**src/rtl/fetch_ctrl.sv**
```systemverilog
// Instruction fetch sequencer between the instruction memory port and the IFU.
// One fetch at a time; handles decode back-pressure, redirects, alignment, bus errors and timeout.
module fetch_ctrl #(
  parameter int ADDR_WIDTH     = 32,
  parameter int DATA_WIDTH     = 32,
  parameter int TIMEOUT_CYCLES = 255
) (
  input  logic                  ifc_clock_in,
  input  logic                  ifc_reset_in,
  input  logic                  fetch_en_in,
  input  logic [ADDR_WIDTH-1:0] pc_addr_in,
  input  logic                  dec_ready_in,
  input  logic                  redirect_in,
  output logic                  redirect_ack_out,
  output logic                  mem_req_out,
  output logic [ADDR_WIDTH-1:0] mem_addr_out,
  input  logic                  mem_ack_in,
  input  logic [DATA_WIDTH-1:0] mem_data_in,
  input  logic                  mem_err_in,
  output logic [DATA_WIDTH-1:0] ir_data_out,
  output logic                  ir_set_out,
  output logic                  pc_set_out,
  output logic                  busy_out,
  output logic                  fault_out,
  output logic [1:0]            fault_code_out
);

  typedef enum logic [2:0] {IDLE, REQ, LOAD, HOLD, DROP, REDIR, FAULT} state_t;

  localparam logic [7:0] TO_LIMIT = 8'(TIMEOUT_CYCLES);
  localparam logic [1:0] CODE_BUS = 2'b01;
  localparam logic [1:0] CODE_TO  = 2'b10;
  localparam logic [1:0] CODE_MIS = 2'b11;

  state_t     state;
  state_t     state_nxt;
  logic [1:0] code_nxt;
  logic [7:0] wait_cnt;
  logic [7:0] wait_inc;
  logic       timeout;

  function automatic logic [7:0] sat_inc(input logic [7:0] v);
    return (v == 8'hFF) ? v : v + 8'd1;
  endfunction

  // Strobe pattern {mem_req, busy, ir_set, pc_set, redirect_ack} for the state being entered.
  function automatic logic [4:0] strobes(input state_t s);
    case (s)
      REQ, DROP: return 5'b11000;
      LOAD:      return 5'b01110;
      HOLD:      return 5'b01000;
      REDIR:     return 5'b01011;
      FAULT:     return 5'b01000;
      default:   return 5'b00000;
    endcase
  endfunction

  always_comb begin
    wait_inc  = sat_inc(wait_cnt);
    timeout   = (wait_inc == TO_LIMIT);
    state_nxt = state;
    code_nxt  = 2'b00;
    case (state)
      IDLE, HOLD: begin
        if (redirect_in) begin
          state_nxt = REDIR;
        end else if (fetch_en_in && dec_ready_in) begin
          if (pc_addr_in[1:0] != 2'b00) begin
            state_nxt = FAULT;
            code_nxt  = CODE_MIS;
          end else begin
            state_nxt = REQ;
          end
        end else if (state == HOLD && !fetch_en_in) begin
          state_nxt = IDLE;
        end
      end
      REQ: begin
        if (mem_ack_in) begin
          if (mem_err_in) begin
            state_nxt = FAULT;
            code_nxt  = CODE_BUS;
          end else if (redirect_in) begin
            state_nxt = REDIR;
          end else begin
            state_nxt = LOAD;
          end
        // Timeout is checked before redirect so a late redirect cannot carry the counter past the limit.
        end else if (timeout) begin
          state_nxt = FAULT;
          code_nxt  = CODE_TO;
        end else if (redirect_in) begin
          state_nxt = DROP;
        end
      end
      LOAD:  state_nxt = HOLD;
      DROP: begin
        if (mem_ack_in) begin
          state_nxt = REDIR;
        end else if (timeout) begin
          state_nxt = FAULT;
          code_nxt  = CODE_TO;
        end
      end
      REDIR: state_nxt = IDLE;
      FAULT: state_nxt = FAULT;
      default: state_nxt = IDLE;
    endcase
  end

  always_ff @(posedge ifc_clock_in or negedge ifc_reset_in) begin
    if (!ifc_reset_in) begin
      state            <= IDLE;
      mem_req_out      <= 1'b0;
      busy_out         <= 1'b0;
      ir_set_out       <= 1'b0;
      pc_set_out       <= 1'b0;
      redirect_ack_out <= 1'b0;
      fault_out        <= 1'b0;
      fault_code_out   <= 2'b00;
      mem_addr_out     <= '0;
      ir_data_out      <= '0;
      wait_cnt         <= 8'd0;
    end else begin
      state <= state_nxt;
      {mem_req_out, busy_out, ir_set_out, pc_set_out, redirect_ack_out} <= strobes(state_nxt);
      if (state_nxt == REQ && state != REQ) begin
        wait_cnt     <= 8'd0;
        mem_addr_out <= pc_addr_in;
      end else if ((state == REQ || state == DROP) && !mem_ack_in) begin
        wait_cnt <= wait_inc;
      end
      if (state == REQ && mem_ack_in && !mem_err_in && !redirect_in) begin
        ir_data_out <= mem_data_in;
      end
      if (state_nxt == FAULT && state != FAULT) begin
        fault_out      <= 1'b1;
        fault_code_out <= code_nxt;
      end
    end
  end

endmodule
```
**config.mk**
```make
export PLATFORM = sky130hd
export DESIGN_NAME = fetch_ctrl
export DESIGN_NICKNAME = d
export VERILOG_FILES = /design/src/rtl/fetch_ctrl.sv
export SDC_FILE = /design/constraint.sdc
export NUM_CORES = 1
export LEC_CHECK = 0
export CAP_MARGIN = 15
export CELL_PAD_IN_SITES_DETAIL_PLACEMENT = 1
export CELL_PAD_IN_SITES_GLOBAL_PLACEMENT = 2
export CORE_MARGIN = 5
export CORE_UTILIZATION = 29
export DETAILED_ROUTE_END_ITERATION = 10
export PLACE_DENSITY_LB_ADDON = 0.2
export SLEW_MARGIN = 20
export SYNTH_ARGS = -nofsm -noshare
export SYNTH_HDL_FRONTEND = slang
export SYNTH_SLANG_ARGS = --single-unit
export TNS_END_PERCENT = 30
```
**constraint.sdc**
```tcl
create_clock -name ifc_clock_in -period 9.1 [get_ports ifc_clock_in]
set_input_delay 1.82 -clock ifc_clock_in [delete_from_list [all_inputs] [get_ports ifc_clock_in]]
set_output_delay 1.82 -clock ifc_clock_in [all_outputs]
set_load 0.005 [all_outputs]
```
==> impl_metrics.csv <==
group,metric,value,unit
power,pwr_density_cell,321,nW/um^2
worst_setup_path,timing.critical_path.slowest_stage_cell,"nor4_4",
placement,placed_area,5180,sq um
power,total_power,1.75,mW
worst_setup_path,worst_setup_path_start_kind,"input pin",
synthesis,post_synth_inst_count,272,
clocking,root_buffer,"clkbuf_16",
sta,timing.final.crit_share,0.513,
worst_hold_path,worstHoldPathType,"reg -> reg",
detailed_routing,route.antenna.remaining_nets,0,
worst_setup_path,critPathTopFamily,"simple AND/OR/NAND/NOR gates",
sta,worstMarginPinSlew,0.746,ns
clocking,clkLatencyLatePin,0.33,ns
power,vdd.ir_drop.worst,0.147,mV
power,leakage,2.23,nW
final_layout,layout-area-overhead-vs-synth,51.7,%
floorplanning,core_region_area,12100,sq um
final_layout,final_cell_area,5450,sq um
floorplanning,floorplan.io_pins,143,
outcome,outcome,"complete, no violations",
synthesis,synthMuxAreaShare,0.203,
detailed_routing,drt_pre_antenna_iters,4,
sta,totalNegativeSetupSlack,0,ns
worst_setup_path,critical_path_cell_sequence,"clkdlybuf4s50_1 -> or3b_2 -> o21ai_0 -> a222oi_1 -> o41a_1 -> nor4_4 -> buf_4 -> mux2_2",
synthesis,synth_top_flop_cell,"dfrtp_1",
synthesis,synth.net_count,344,
sta,finalHoldViolCount,0,
synthesis,synth.lib_cells_used.distinct,49,
global_route,grt_first_pass_wirelength,16300,microns
placement,port_buffers,142,
clocking,cts-buffers-inserted,9,
clocking,cts_buffer_depth,2,
worst_setup_path,critPathKind,"in -> reg",
clocking,cts_tree,"yes",
worst_setup_path,regToRegSetupSlack,5.39,ns
worst_setup_path,worst-endpoint-required,9.32,ns
clocking,tritoncts_num_sinks,83,
sta,relative_slew_slack,0.499,
worst_setup_path,slowest_delay,0.66,ns
detailed_routing,wl,10100,microns
sta,timing.final.setup_violations,0,
floorplanning,fp.dieArea,14700,sq um
synthesis,async_reset_ff_frac,1.00,
synthesis,synth_edf_count,0,
sta,min_period,4.67,ns
final_layout,layout.cells.most_common,"clkdlybuf4s50_1",
global_route,vias_in_the_first_global_route,3074,
clocking,htree_levels,3,
floorplanning,floorplan.die.height,121,microns
floorplanning,start_util,0.298,
floorplanning,row_count,40,
placement,gp_routability_congestion,0.774,
detailed_routing,wl_per_cell,17.1,microns
floorplanning,dieWidth,121,microns
global_route,largest_net_degree_at_the_start_of_global_routing,81,
sta,unrepaired_setup_endpoints_after_global_routing,"no",
detailed_routing,detail_route.drc_violations,0,
clocking,cts_resized,0,
detailed_routing,drt_iter0_markers,56,
worst_setup_path,worst_ep_arrival_time,4.89,ns
sta,final_max_slew_viol_count,0,
sta,layout_setup_ws,4.43,ns
worst_hold_path,min_delay_path_depth,1,
worst_setup_path,regToRegStartpoint,"wait_cnt[0]",
synthesis,postSynthAreaPerCell,13.2,sq um
final_layout,instances_no_fill,588,
final_layout,layout-drive-gt1-share,0.195,
worst_hold_path,hold_path.startpoint,"fault_out",
synthesis,yosys.area_share.adder,0.00348,
global_route,antenna_violations_before_repair,0,
placement,post-place-cells,573,
worst_setup_path,critical_path_peak_fanout,24,
final_layout,nNetsFinal,488,
detailed_routing,vias,2716,
worst_setup_path,r2r_cells,8,
global_route,grt.total_usage,0.143,
job,max_cap_viol_count,0,
clocking,postCtsSetupBuffers,0,
synthesis,ys_warn_count,0,
global_route,overflow,0,
worst_hold_path,min_to,"fault_out",
worst_setup_path,crit_path_end_kind,"register",
synthesis,ys_seq_elements,83,
final_layout,fillerInstances,1262,
final_layout,layout_common_cells,"clkdlybuf4s50_1 (141), dfrtp_1 (83), mux2_2 (60)",
clocking,clock_pin_slew_reported_for_the_worst_setup_and_hold_paths_after_clock_tree_synthesis,0.06,ns
final_layout,antenna_cells_inserted,0,
detailed_routing,vias_per_cell,4.62,
synthesis,synthSimpleGateAreaFrac,0.0909,
worst_setup_path,timing.rr.end,"ir_data_out[19]",
worst_setup_path,critPathBufInv,2,
sta,timing.clock.skew,0.00539,ns
synthesis,synth_compound_gate_area_share,0.0833,
synthesis,yosysSeqAreaShare,0.578,
placement,dp_hpwl,7490,microns
synthesis,post_synthesis_xor_xnor_area_fraction,0.0122,
synthesis,synthesis.area,3590,sq um
clocking,cts_hold_buffers_added,0,
sta,maxClockFrequency,214,MHz
synthesis,dominant_combinational_cell_family_by_area_after_synthesis,"multiplexers",
placement,dp_slack,4.05,ns
[final cells by class]
| type | count | area, sq um | area share |
|---|---|---|---|
| Clock buffer | 12 | 246 | 0.0452 |
| Multi-Input combinational cell | 169 | 1420 | 0.261 |
| Timing Repair Buffer | 145 | 1450 | 0.265 |
| Inverter | 8 | 30.0 | 0.00551 |
| Clock inverter | 3 | 15.0 | 0.00276 |
| Tap cell | 168 | 210 | 0.0386 |
| Sequential cell | 83 | 2080 | 0.381 |
[Yosys cell counts (2+ instances only)]
library cell	instances	area, sq um
mux2_1	4	45.0
clkbuf_1	6	22.5
and2_1	3	18.8
buf_1	2	7.51
nand3_1	2	10.0
and3_1	3	18.8
o21ai_0	8	40.0
a31oi_1	2	12.5
mux2_2	60	676
o211ai_1	2	15.0
dfrtp_1	83	2080
nand3b_1	2	15.0
nor3b_1	2	15.0
nor2b_1	4	25.0
nor2_1	11	41.3
a21oi_1	11	55.1
buf_6	3	33.8
nand2b_1	6	37.5
and4_1	2	17.5
xnor2_1	2	17.5
nor3_1	5	25.0
a221o_1	2	20.0
a311oi_1	2	17.5
nand2_1	8	30.0
xor2_1	3	26.3
a211oi_1	3	22.5
o41a_1	2	22.5
inv_1	8	30.0
[sequential cells by signal (all words and copies together) (netlist names)]
signal and cells:
busy_out 1, wait_cnt 8, pc_set_out 1, fault_out 1, mem_addr_out 32, ir_data_out 32
state 3, redirect_ack_out 1, mem_req_out 1, fault_code_out 2, ir_set_out 1
[how the worst max path moves through the flow]
stage	startpoint	end	cells past startpoint
finish	redirect_in	ir_data_out[19]	8
global route	redirect_in	ir_data_out[16]	8
CTS	redirect_in	ir_data_out[19]	8
detailed placement	redirect_in	ir_data_out[18]	8
global placement	redirect_in	ir_data_out[24]	8
floorplan	mem_ack_in	ir_data_out[10]	7
[metrics by stage]
stage / hold slack [ns] / util
after floorplan: 0.459 / -
after global placement: 0.452 / 0.430
after detailed placement: 0.451 / 0.430
after CTS: 0.469 / 0.451
after global routing: 0.497 / 0.452
final: 0.463 / 0.452
[layer usage]
metal	global-route usage	wire [microns]
met4	0.0399	109
met1	0.165	4020
met5	0	0
met2	0.219	4630
met3	0.0937	1310
[cells by family (layout without fill, tap and decap cells)]
logic type                 count (synthesis)  count (layout)
DFF                                       83              83
muxes                                     65              65
and+or+nand+nor                           56              56
AOI/OAI and AO/OA                         42              42
buffers and inverters                     20             168
xor gates and xnor gates                   5               5
adders and majority gates                  1               1
[where the power goes]
| group | internal, mW | total, mW | leakage [nW] | switching [mW] |
|---|---|---|---|---|
| Clock | 0.189 | 0.325 | 0.132 | 0.136 |
| Sequential | 0.540 | 0.654 | 1.02 | 0.114 |
| Combinational | 0.486 | 0.769 | 1.08 | 0.284 |
| Total | 1.21 | 1.75 | 2.23 | 0.534 |
(Power assumes the default switching activity.)
